### config.mk
export PLATFORM = sky130hd
export DESIGN_NAME = imem_loader
export DESIGN_NICKNAME = d
export VERILOG_FILES = /design/src/rtl/imem_loader_pkg.sv /design/src/rtl/imem_loader_sat_counter.sv /design/src/rtl/imem_loader.sv
export SDC_FILE = /design/constraint.sdc
export NUM_CORES = 1
export LEC_CHECK = 0
export ABC_AREA = 1
export BUFFER_PORTS_ARGS = -buffer_cell sky130_fd_sc_hd__buf_2
export CAP_MARGIN = 25
export CORE_MARGIN = 2
export CORE_UTILIZATION = 49
export DETAILED_ROUTE_END_ITERATION = 7
export PLACE_DENSITY_LB_ADDON = 0.08
export SETUP_SLACK_MARGIN = 0.4
export SLEW_MARGIN = 30
export SYNTH_ARGS = -nofsm -noshare
export SYNTH_HDL_FRONTEND = slang
export SYNTH_SLANG_ARGS = --single-unit
export TNS_END_PERCENT = 10
### constraint.sdc
create_clock -name clk -period 1.92 [get_ports clk]
set_input_delay 0.096 -clock clk [delete_from_list [all_inputs] [get_ports clk]]
set_output_delay 0.096 -clock clk [all_outputs]
set_load 0.01 [all_outputs]
### src/rtl/imem_loader_pkg.sv
// imem_loader_pkg: shared state encoding and parameter defaults for the instruction-memory loader
package imem_loader_pkg;
  localparam int D_DEF = 12;
  localparam int W_DEF = 9;
  localparam int CW_DEF = 16;
  typedef enum logic [2:0] {
    S_IDLE,
    S_LOAD_LO,
    S_LOAD_HI,
    S_WRITE,
    S_RUN,
    S_DONE
  } state_e;
endpackage

### src/rtl/imem_loader_sat_counter.sv
// sat_counter: CW-bit up counter with synchronous clear that holds at all-ones
module sat_counter #(
  parameter int CW = 16
) (
  input  logic          clk,
  input  logic          rst,
  input  logic          clr_i,
  input  logic          en_i,
  output logic [CW-1:0] q_o
);
  logic [CW-1:0] q_q;
  always_ff @(posedge clk) begin
    if (rst || clr_i) q_q <= '0;
    else if (en_i && q_q != '1) q_q <= q_q + CW'(1);
  end
  assign q_o = q_q;
endmodule

### src/rtl/imem_loader.sv
// imem_loader: streams byte pairs into instruction RAM, then releases the core and times its run
module imem_loader
  import imem_loader_pkg::*;
#(
  parameter int D = D_DEF,
  parameter int W = W_DEF,
  parameter int CW = CW_DEF
) (
  input  logic          clk,
  input  logic          reset,
  input  logic          start,
  input  logic [D-1:0]  word_count,
  input  logic          byte_valid,
  input  logic [7:0]    byte_data,
  output logic          byte_ready,
  output logic          wr_en,
  output logic [D-1:0]  wr_addr,
  output logic [W-1:0]  wr_data,
  output logic          core_reset,
  input  logic          core_done,
  output logic          busy,
  output logic          finished,
  output logic          err,
  output logic [CW-1:0] run_cycles
);
  state_e state_q, state_d;
  logic [D-1:0] wc_q, wr_addr_q;
  logic [7:0] lo_q;
  logic hi_q, first_q, err_q;
  logic byte_ready_q, wr_en_q, core_reset_q, busy_q, finished_q;
  logic byte_ready_d, wr_en_d, core_reset_d, busy_d, finished_d;
  logic accept, wc_zero, xfer, bad_hi, last;
  assign accept = start && (state_q == S_IDLE || state_q == S_DONE);
  assign wc_zero = word_count == '0;
  assign xfer = byte_valid && byte_ready_q;
  assign bad_hi = byte_data[7:1] != 7'd0;
  assign last = wr_addr_q == wc_q - D'(1);
  always_ff @(posedge clk) begin
    if (reset) begin
      state_q <= S_IDLE;
      byte_ready_q <= 1'b0;
      wr_en_q <= 1'b0;
      core_reset_q <= 1'b1;
      busy_q <= 1'b0;
      finished_q <= 1'b0;
    end else begin
      state_q <= state_d;
      byte_ready_q <= byte_ready_d;
      wr_en_q <= wr_en_d;
      core_reset_q <= core_reset_d;
      busy_q <= busy_d;
      finished_q <= finished_d;
    end
  end
  // first_q masks core_done while the core is still coming out of reset
  always_comb begin
    state_d = state_q;
    case (state_q)
      S_IDLE, S_DONE: if (start) state_d = wc_zero ? S_IDLE : S_LOAD_LO;
      S_LOAD_LO: if (xfer) state_d = S_LOAD_HI;
      S_LOAD_HI: if (xfer) state_d = bad_hi ? S_IDLE : S_WRITE;
      S_WRITE: state_d = last ? S_RUN : S_LOAD_LO;
      S_RUN: if (!first_q && core_done) state_d = S_DONE;
      default: state_d = S_IDLE;
    endcase
  end
  always_comb begin
    byte_ready_d = state_d == S_LOAD_LO || state_d == S_LOAD_HI;
    wr_en_d = state_d == S_WRITE;
    core_reset_d = state_d != S_RUN;
    busy_d = byte_ready_d || wr_en_d || state_d == S_RUN;
    finished_d = state_d == S_DONE;
  end
  always_ff @(posedge clk) begin
    if (reset) begin
      wc_q <= '0;
      wr_addr_q <= '0;
      lo_q <= '0;
      hi_q <= 1'b0;
      first_q <= 1'b1;
      err_q <= 1'b0;
    end else begin
      first_q <= state_q != S_RUN;
      if (accept) begin
        wc_q <= word_count;
        err_q <= wc_zero;
        if (!wc_zero) wr_addr_q <= '0;
      end
      if (state_q == S_LOAD_LO && xfer) lo_q <= byte_data;
      if (state_q == S_LOAD_HI && xfer) begin
        if (bad_hi) err_q <= 1'b1;
        else hi_q <= byte_data[0];
      end
      if (state_q == S_WRITE && !last) wr_addr_q <= wr_addr_q + D'(1);
    end
  end
  sat_counter #(.CW(CW)) u_cnt (
    .clk  (clk),
    .rst  (reset),
    .clr_i(accept && !wc_zero),
    .en_i (state_q == S_RUN && state_d != S_DONE),
    .q_o  (run_cycles)
  );
  assign byte_ready = byte_ready_q;
  assign wr_en = wr_en_q;
  assign wr_addr = wr_addr_q;
  assign wr_data = W'({hi_q, lo_q});
  assign core_reset = core_reset_q;
  assign busy = busy_q;
  assign finished = finished_q;
  assign err = err_q;
endmodule

======== After elaboration in Yosys (flattened, before gate mapping) ========
Index checks and enable logic that the tools add are counted.
cells by class
  add/subtract/negate cells ............... 3
  equality and inequality tests ........... 16
  bitwise operators ....................... 1
  reductions and logical operators ........ 24
  mux-type cells .......................... 14
operators with widths
  operator               count
  $mux 12                3
  $add 16x1->16 const B  1
  $ne 16x16->1 const B   1
  $mux 3                 5
  $pmux 3 s5             1
  $add 12x1->12 const B  1
  $eq 12x12->1           1
  $eq 3x2->1 const B     4
  $eq 3x3->1 const B     4
  $logic_not 12->1       1
  $sub 12x1->12 const B  1
  $logic_and 1x1->1      9
  $ne 3x3->1 const B     3
  $reduce_bool 7->1      1
  $eq 3x1->1 const B     2
  $logic_or 1x1->1       5
  $mux 1                 4
  $reduce_and 2->1       2
  $logic_not 1->1        3
  $logic_not 3->1        1
  $mux 2                 1
  $ne 2x1->1 const B     1
  $reduce_bool 2->1      1
  $reduce_or 2->1        1
  $not 1->1              1
word-level totals
  flip-flop bits (word level) ............. 59
  output and inout bits ................... 43
  input port bits ......................... 25

======== Logic depth before layout (Yosys ltp) ========
Gate-level depths: netlist of run 1.
  word-level depth ........................ 8
  depth in mapped cells ................... 17
  mapped depth without buffers ............ 17

======== Hierarchy ========
Synthesis of run 1 repeated with hierarchy kept, for this count alone.
second synthesis, totals
  cells, all modules ...................... 496
  area total of the unflattened synthesis .. 3316.9 µm²
by module, submodules not included
  module       cells each  area each (µm²)  sequential area each (µm²)  times used
  imem_loader  347         2366.0           860.8                       1
  sat_counter  149         950.9            320.3                       1

======== Worst setup path before layout of run 1 ========
No wires, ideal clock.
  path type ............................... flip-flop to flip-flop
  start point ............................. register wc_q[0]
  end point ............................... register wr_addr_q[2] (netlist: wr_addr[2])
  cell stages (with the launch flop) ...... 16
  period minus slack after synthesis ...... 1911 ps
  path slack .............................. 9 ps
  data arrival time ....................... 1842 ps
  path buffers ............................ 1
  cells stage by stage .................... dfxtp_1 > inv_2 > ha_1 > inv_1 > nor2_1 > nand3_2 > nor2_1 > nor2_1 > nor2_2 > nand2_2 > nor2_4 > nand3_4 > a21boi_4 > buf_6 > nand2_2 > a21oi_2
between the ends
  longest elaborated chain between the ends .. 6
ends and longest elaborated chain
  what                                                       RTL line           RTL
  start: declaration                                         imem_loader.sv:27  logic [D-1:0] wc_q, wr_addr_q;
  start signal: assignment                                   imem_loader.sv:85  wc_q <= word_count;
  $sub 12x1->12 (*)                                          imem_loader.sv:37  assign last = wr_addr_q == wc_q - D'(1);
  $eq 12x12->1 (*)                                           imem_loader.sv:37
  $logic_not 1->1 (*)                                        imem_loader.sv:94  if (state_q == S_WRITE && !last) wr_addr_q <= wr_addr_q + D'(1);
  $logic_and 1x1->1 (*)                                      imem_loader.sv:94
  $ne 2x1->1 (no line) or $reduce_bool 2->1 (tied branches)  -
  $reduce_and 2->1 (no line)                                 -
  end signal: assignment                                     imem_loader.sv:94
  end: declaration                                           imem_loader.sv:27
Every way passes the cells marked *; elsewhere a longest branch is shown, timed or not.
A chain may end at the register's enable or synchronous reset.

======== Worst setup path in the final report of run 1 ========
  start point ............................. register wc_q[0]
  end point ............................... register wr_addr_q[7] (netlist: wr_addr[7])
Same word-level chain as after synthesis.

==> results of run 1 <==
[final cells by class]
cell class | instances | area share, %
clock inverter | 6 | 1.60
clock buffer | 9 | 2.99
sequential | 59 | 28.9
inverter | 53 | 4.92
timing repair buffer | 88 | 12.9
multi-input combinational | 336 | 46.4
tap | 77 | 2.32
[report_power, final]
part | internal [mW] | total (mW) | switching (mW) | leakage, nW
clock | 0.593 | 1.14 | 0.546 | 0.0877
combinational | 0.224 | 0.554 | 0.330 | 1.30
sequential | 1.26 | 1.31 | 0.0440 | 0.484
[critical path, cell delays in order, from the launching register on]
cell and delay, ps:
dfxtp_2 350, inv_4 40, ha_4 260, inv_2 20, nand2_1 50, nand2_1 40, nor2_1 110, nand2_1 60
nor2_1 90, nand3_1 120, nor2_4 130, nand3_4 110, a21boi_4 210, clkbuf_16 190, nand2_2 50, a21oi_2 100
[stage by stage]
stage | hold WS (ps) | setup WS (ps) | instances
finish | 12.5 | -97.3 | 628
global route | 19.4 | -217 | 628
CTS | 3.71 | -91.4 | 627
detailed placement | 373 | -79.3 | 612
global placement | 366 | -46.6 | 612
floorplan | 163 | 68.5 | 456
[cells in the mapped netlist (7+ instances only)]
cell	count	area [sq um]
a21oi_1	23	115
a21oi_2	9	78.8
dfxtp_1	59	1180
inv_1	44	165
inv_2	8	30.0
nand2_1	103	387
nand2_2	14	87.6
nand3_1	26	130
nand4_1	8	50.1
nor2_1	65	244
nor3_1	8	40.0
o21ai_0	29	145
xor2_1	7	61.3
[timing repair]
item,CTS,global route
endpoints found under the setup margin,35,44
resized for setup,26,29
endpoints found under the hold margin,0,0
gates cloned,0,1
pin swaps,14,22
[registers in the layout, summed over array words and instances (netlist names)]
register and count:
busy 1, byte_ready 1, core_reset 1, err 1, finished 1, first_q 1, hi_q 1, lo_q 8
state_q 3, u_cnt.q_o 16, wc_q 12, wr_addr 12, wr_en 1
[worst min path at each step]
stage / endpoint / depth (start not counted) / startpoint / slack [ps]
after floorplan: state_q[2]$_SDFF_PP0_ / 1 / reset / 160
after global placement: lo_q[0]$_SDFFE_PP0P_ / 3 / byte_data[0] / 370
after detailed placement: lo_q[6]$_SDFFE_PP0P_ / 3 / byte_data[6] / 370
after CTS: lo_q[6]$_SDFFE_PP0P_ / 3 / byte_data[6] / 4
after global routing: lo_q[0]$_SDFFE_PP0P_ / 3 / byte_data[0] / 20
final: lo_q[0]$_SDFFE_PP0P_ / 3 / byte_data[0] / 10
[routing by layer]
layer	vias up	routed length [um]	global-route usage [%]
met5	-	0	0
met4	0	159	9.67
met3	12	449	5.21
met2	71	3730	37.9
met1	1441	3620	30.3
li1	1650	-	-
[cells by family after synthesis]
family          Yosys count  synth area share [%]
compound gates           67                  12.6
flops                    59                  37.3
buf+inv                  61                  7.62
xor+xnor                 11                  3.04
fa+ha+maj                 3                  1.18
simple gates            255                  38.3
==> results.sh, run 1 <==
export IMPL_end_kind="register"
export IMPL_clk_pin_slew_ps=80
export IMPL_die_w_um=84.4
export IMPL_yosysUniqueCellTypes=39
export IMPL_p_total_mw=3.00
export IMPL_cp_startpoint="wc_q[0]$_SDFFE_PP0P_"
export IMPL_syn_nets=484
export IMPL_postRouteAntennaNets=0
export IMPL_vdd_drop_max_mv=0.445
export IMPL_ios=68
export IMPL_htreeDepth=3
export IMPL_placed_area_sq_um=3740
export IMPL_std_cell_rows=29
export IMPL_routed_via_density=5.05
export IMPL_netlist_instances=456
export IMPL_crit_fanout=5
export IMPL_synth_edf_count=0
export IMPL_r2r_start="wc_q[0]$_SDFFE_PP0P_"
export IMPL_drc_errors=0
export IMPL_cts_num_sinks=59
export IMPL_status="finished with violations"
export IMPL_dp_hpwl_mm=5.79
export IMPL_violations="negative setup slack"
export IMPL_fin_nets=575
export IMPL_antenna_cells=0
export IMPL_crit_type="register to register"
export IMPL_setup_viol=14
export IMPL_fin_worst_skew_ps=10.1
export IMPL_overflow=0
export IMPL_synth_ff_type="dfxtp_1"
export IMPL_leakage_nw=1.87
export IMPL_async_flop_share_pct=0
export IMPL_layout_common_cells="nand2_1 (96), buf_2 (67), nor2_1 (59)"
export IMPL_synth_seq_area_share_pct=37.3
export IMPL_postCtsSetupBuffers=0
export IMPL_power_density_nw_per_um2=723
export IMPL_layout_drive_gt1_share_pct=35.9
export IMPL_regArea_sq_um=1200
export IMPL_reg2reg_depth=15
export IMPL_antenna_found_initial=0
export IMPL_arrival_ps=2300
export IMPL_ff2ff_setup_slack_ps=-100
export IMPL_core_sq_um=6310
export IMPL_fin_crit_sh_pct=105
export IMPL_synth_area_sq_um=3170
export IMPL_max_freq_mhz=496
export IMPL_drv_cap=0
export IMPL_ys_warnings_count=0
export IMPL_setup_tns_final_ps=-1080
export IMPL_rsz0062_at_grt="true"
export IMPL_vias=3174
export IMPL_wirelength_mm=7.95
export IMPL_fillerInstances=604
export IMPL_min_path_type="input port to register"
export IMPL_worst_pin_slew_ps=550
export IMPL_clockBufferDepth=2
export IMPL_post_route_util_pct=65.7
export IMPL_finalHoldViolations=0
export IMPL_detail_route_wl_per_cell_um=12.7
export IMPL_crit_required_ps=2210
export IMPL_ctsHoldBuffers=0
export IMPL_slew_viol_final=0
export IMPL_cts_tree="built"
export IMPL_grt_max_degree=22
export IMPL_stdcell_area_sq_um=4150
export IMPL_clkLatencyLatePin_ps=350
export IMPL_r2r_end="wr_addr[7]$_SDFFE_PP0P_"
export IMPL_worst_slack_ps=-97.3
export IMPL_grt_pass1_vias=3046
export IMPL_layout_commonest_cell="nand2_1"
export IMPL_drt_pass1_iter_count=5
export IMPL_cts_buffers=9
export IMPL_grt_pass1_wl_mm=13.4
export IMPL_syn_to_final_growth_pct=30.9
export IMPL_worstSetupStartpointType="register"
export IMPL_dieArea_sq_um=7130
export IMPL_fp_dieH_um=84.4
export IMPL_critPathCapture="wr_addr[7]$_SDFFE_PP0P_"
export IMPL_place_congestion=0.826
export IMPL_io_buffers=67
export IMPL_clock_root_buffer="clkbuf_8"
export IMPL_ys_seq_elements=59
export IMPL_finalCriticalPeriod_ps=2020
export IMPL_syn_area_per_cell_sq_um=6.95
export IMPL_multi_input_area_sq_um=1930
export IMPL_grtUsageTotal_pct=23.4
export IMPL_max_slew_margin_pct=63.2
export IMPL_drt_initial_drc_count=171
export IMPL_start_util_pct=50.2
(Power assumes the default switching activity.)
==> run 2: changes to the inputs <==
--- a/config.mk
+++ b/config.mk
@@ -5,7 +5,6 @@
 export SDC_FILE = /design/constraint.sdc
 export NUM_CORES = 1
 export LEC_CHECK = 0
-export ABC_AREA = 1
 export BUFFER_PORTS_ARGS = -buffer_cell sky130_fd_sc_hd__buf_2
 export CAP_MARGIN = 25
 export CORE_MARGIN = 2
==> constraint.sdc (replaced) <==
create_clock -name clk -period 1.65 [get_ports clk]
set_input_delay 0.0825 -clock clk [delete_from_list [all_inputs] [get_ports clk]]
set_output_delay 0.0825 -clock clk [all_outputs]
set_load 0.01 [all_outputs]
==> run 2 against run 1 <==
Against the previous run: the run still ends with negative setup slack left; utilization grew 10 points; worst hold slack better by 5.3 ps; clock power is 23% higher; largest cell class unchanged.
==> results.sh, run 2 <==
export IMPL_status="finished with violations"
export IMPL_violations="negative setup slack"
export IMPL_postRouteAntennaNets=0
export IMPL_clock_root_buffer="clkbuf_8"
export IMPL_grt_pass1_vias=2898
export IMPL_async_flop_share_pct=0
export IMPL_antenna_found_initial=0
export IMPL_wirelength_mm=7.99
export IMPL_cp_slowest_cell="or4_4"
export IMPL_synth_ff_type="dfxtp_1"
export IMPL_p_comb_share_pct=16.9
export IMPL_min_path_type="input port to register"
export IMPL_core_sq_um=5920
export IMPL_swShare_pct=25.9
export IMPL_worst_slack_ps=-1080
export IMPL_place_congestion=0.772
export IMPL_ios=68
export IMPL_htreeDepth=3
export IMPL_layout_commonest_cell="buf_4"
export IMPL_start_util_pct=50.9
export IMPL_layout_common_cells="buf_4 (81), buf_2 (67), dfxtp_1 (52)"
export IMPL_yosys_top_cells_count="dfxtp_1 (59), nor2_1 (44), nand2_1 (22)"
export IMPL_dieArea_sq_um=6800
export IMPL_synth_seq_area_share_pct=39.2
export IMPL_worstSetupStartpointType="register"
export IMPL_crit_fanout=15
export IMPL_synth_xor_area_share_pct=8.71
export IMPL_vdd_drop_max_mv=0.744
export IMPL_synth_top_cell_area_share_pct=39.2
export IMPL_drt_pass1_iter_count=4
export IMPL_synth_edf_count=0
export IMPL_drt_initial_drc_count=109
export IMPL_met2_usage_pct=43.7
export IMPL_reg2reg_depth=9
export IMPL_cts_num_sinks=59
export IMPL_rsz0062_at_grt="true"
export IMPL_yosysUniqueCellTypes=53
export IMPL_netlist_instances=346
export IMPL_detail_route_wl_per_cell_um=13.8
export IMPL_max_freq_mhz=366
export IMPL_fillerInstances=430
export IMPL_overflow=0
export IMPL_worst_pin_slew_ps=450
export IMPL_muxShareOfSynthArea_pct=6.64
export IMPL_drv_cap=0
export IMPL_layout_drive_gt1_share_pct=42.2
export IMPL_power_density_nw_per_um2=776
export IMPL_io_buffers=67
export IMPL_cts_buffers=9
export IMPL_busiest_layer="met2"
export IMPL_synth_area_sq_um=3020
export IMPL_crit_required_ps=1890
export IMPL_worst_path_largest_cell_delay_ps=570
export IMPL_arrival_ps=2970
export IMPL_vias=3005
export IMPL_fin_crit_sh_pct=165
export IMPL_synth_adder_area_share_pct=1.24
export IMPL_grt_max_degree=43
export IMPL_std_cell_rows=28
export IMPL_largest_reg_flops=16
export IMPL_gr_usage_met1_pct=28.8
export IMPL_clock_power_share_pct=40.3
export IMPL_antenna_cells=0
export IMPL_cell_internal_pwr_mw=2.58
export IMPL_ys_seq_elements=59
export IMPL_setup_tns_final_ps=-19220
export IMPL_fp_dieH_um=82.4
export IMPL_crit_type="register to register"
export IMPL_grtUsageTotal_pct=24.8
export IMPL_synth_top_area_cell="dfxtp_1"
export IMPL_synth_top_family_by_area="simple AND/OR/NAND/NOR gates"
export IMPL_leakage_nw=1.99
export IMPL_yosysMostFrequentCell="dfxtp_1"
export IMPL_fin_worst_skew_ps=10.2
export IMPL_die_w_um=82.4
export IMPL_clkLatencyLatePin_ps=340
export IMPL_ys_warnings_count=0
export IMPL_max_slew_margin_pct=70.0
export IMPL_dp_hpwl_mm=5.59
export IMPL_syn_to_final_growth_pct=49.1
export IMPL_grt_util_met3_pct=5.87
export IMPL_end_kind="register"
export IMPL_setup_viol=28
export IMPL_fin_nets=528
export IMPL_grt_pass1_wl_mm=12.9
export IMPL_drc_errors=0
export IMPL_finalCriticalPeriod_ps=2730
export IMPL_slew_viol_final=0
export IMPL_post_place_ws_ps=-1170
export IMPL_cts_tree="built"
export IMPL_finalHoldViolations=0
export IMPL_yosys_top_cells_area="dfxtp_1 (39%), mux2i_1 (6.6%), nor2_1 (5.5%), xnor2_1 (4.9%), xor2_1 (3.8%)"
export IMPL_p_sw_mw=0.905
export IMPL_p_seq_share_pct=42.8
export IMPL_syn_nets=374
export IMPL_ff2ff_setup_slack_ps=-1080
export IMPL_synth_simple_area_share_pct=28.7
export IMPL_clk_pin_slew_ps=70
export IMPL_synth_compound_area_share_pct=11.5
export IMPL_path_cells="or4_4, or3_4, a2111oi_4, o2111ai_2, a211oi_4, buf_12, nor2_2, buf_4, a22o_1"
export IMPL_hold_depth=3
export IMPL_syn_area_per_cell_sq_um=8.72
export IMPL_routed_via_density=5.18
export IMPL_clockBufferDepth=2
==> run 2: layer usage <==
layer / wire [um] / part of all wire, %
met5: 0 / 0
met4: 175 / 2.2
met3: 258 / 3.2
met2: 4010 / 50
met1: 3540 / 44
==> run 2: what timing repair did <==
action / 4_1_cts / 5_1_grt
pin swaps: 17 / 11
setup endpoints to repair: 58 / 59
hold endpoints to repair: 12 / 0
gates resized for setup: 24 / 20
buffers inserted: 2 / 1
hold buffers: 11 / 0
==> run 2: power by group through the flow <==
stage	sequential [mW]	clock [mW]	combinational, mW
floorplan	1.53	0	0.290
global placement	1.52	0	0.493
detailed placement	1.52	0	0.503
CTS	1.49	1.42	0.546
global route	1.50	1.49	0.644
finish	1.49	1.40	0.590
==> run 2: layout make-up <==
class / instances / area, sq um / area share, %
Clock buffer: 12 / 165 / 3.67
Tap cell: 75 / 93.8 / 2.09
Timing Repair Buffer: 161 / 1090 / 24.2
Sequential cell: 59 / 1190 / 26.5
Multi-Input combinational cell: 259 / 1870 / 41.7
Clock inverter: 4 / 47.5 / 1.06
Inverter: 10 / 37.5 / 0.835
==> run 2: cell families (layout without fill, tap and decap cells) <==
logic type      after synthesis  after routing
buf+inv                      28            187
flops                        59             59
simple gates                161            161
xor+xnor                     30             30
compound gates               45             45
fa+ha+maj                     3              3
mux                          20             20
==> run 2: metrics by stage <==
stage	instance area (sq um)	std cells	utilization, %	total power [mW]	hold slack (ps)
floorplan	3030	346	-	1.82	218
global placement	3980	550	67.1	2.01	332
detailed placement	3980	550	67.1	2.02	343
CTS	4410	579	74.4	3.45	1.35
global route	4500	580	76.0	3.63	36.1
finish	4500	580	76.0	3.49	17.8
==> run 2: worst paths after layout <==
check                            end                 start
min reg2reg        hi_q$_SDFFE_PP0P_     hi_q$_SDFFE_PP0P_
max          wr_addr[4]$_SDFFE_PP0P_  wc_q[1]$_SDFFE_PP0P_
max reg2reg  wr_addr[4]$_SDFFE_PP0P_  wc_q[1]$_SDFFE_PP0P_
min             wc_q[8]$_SDFFE_PP0P_         word_count[8]
==> run 2: worst max-delay path: cells and delay by family, from the launching register on <==
| family | cells | cell delay (ps) |
|---|---|---|
| AND/OR/NAND/NOR | 3 | 990 |
| AO/OA/AOI/OAI | 4 | 990 |
| flip-flops | 1 | 320 |
| buffers and inverters | 2 | 320 |
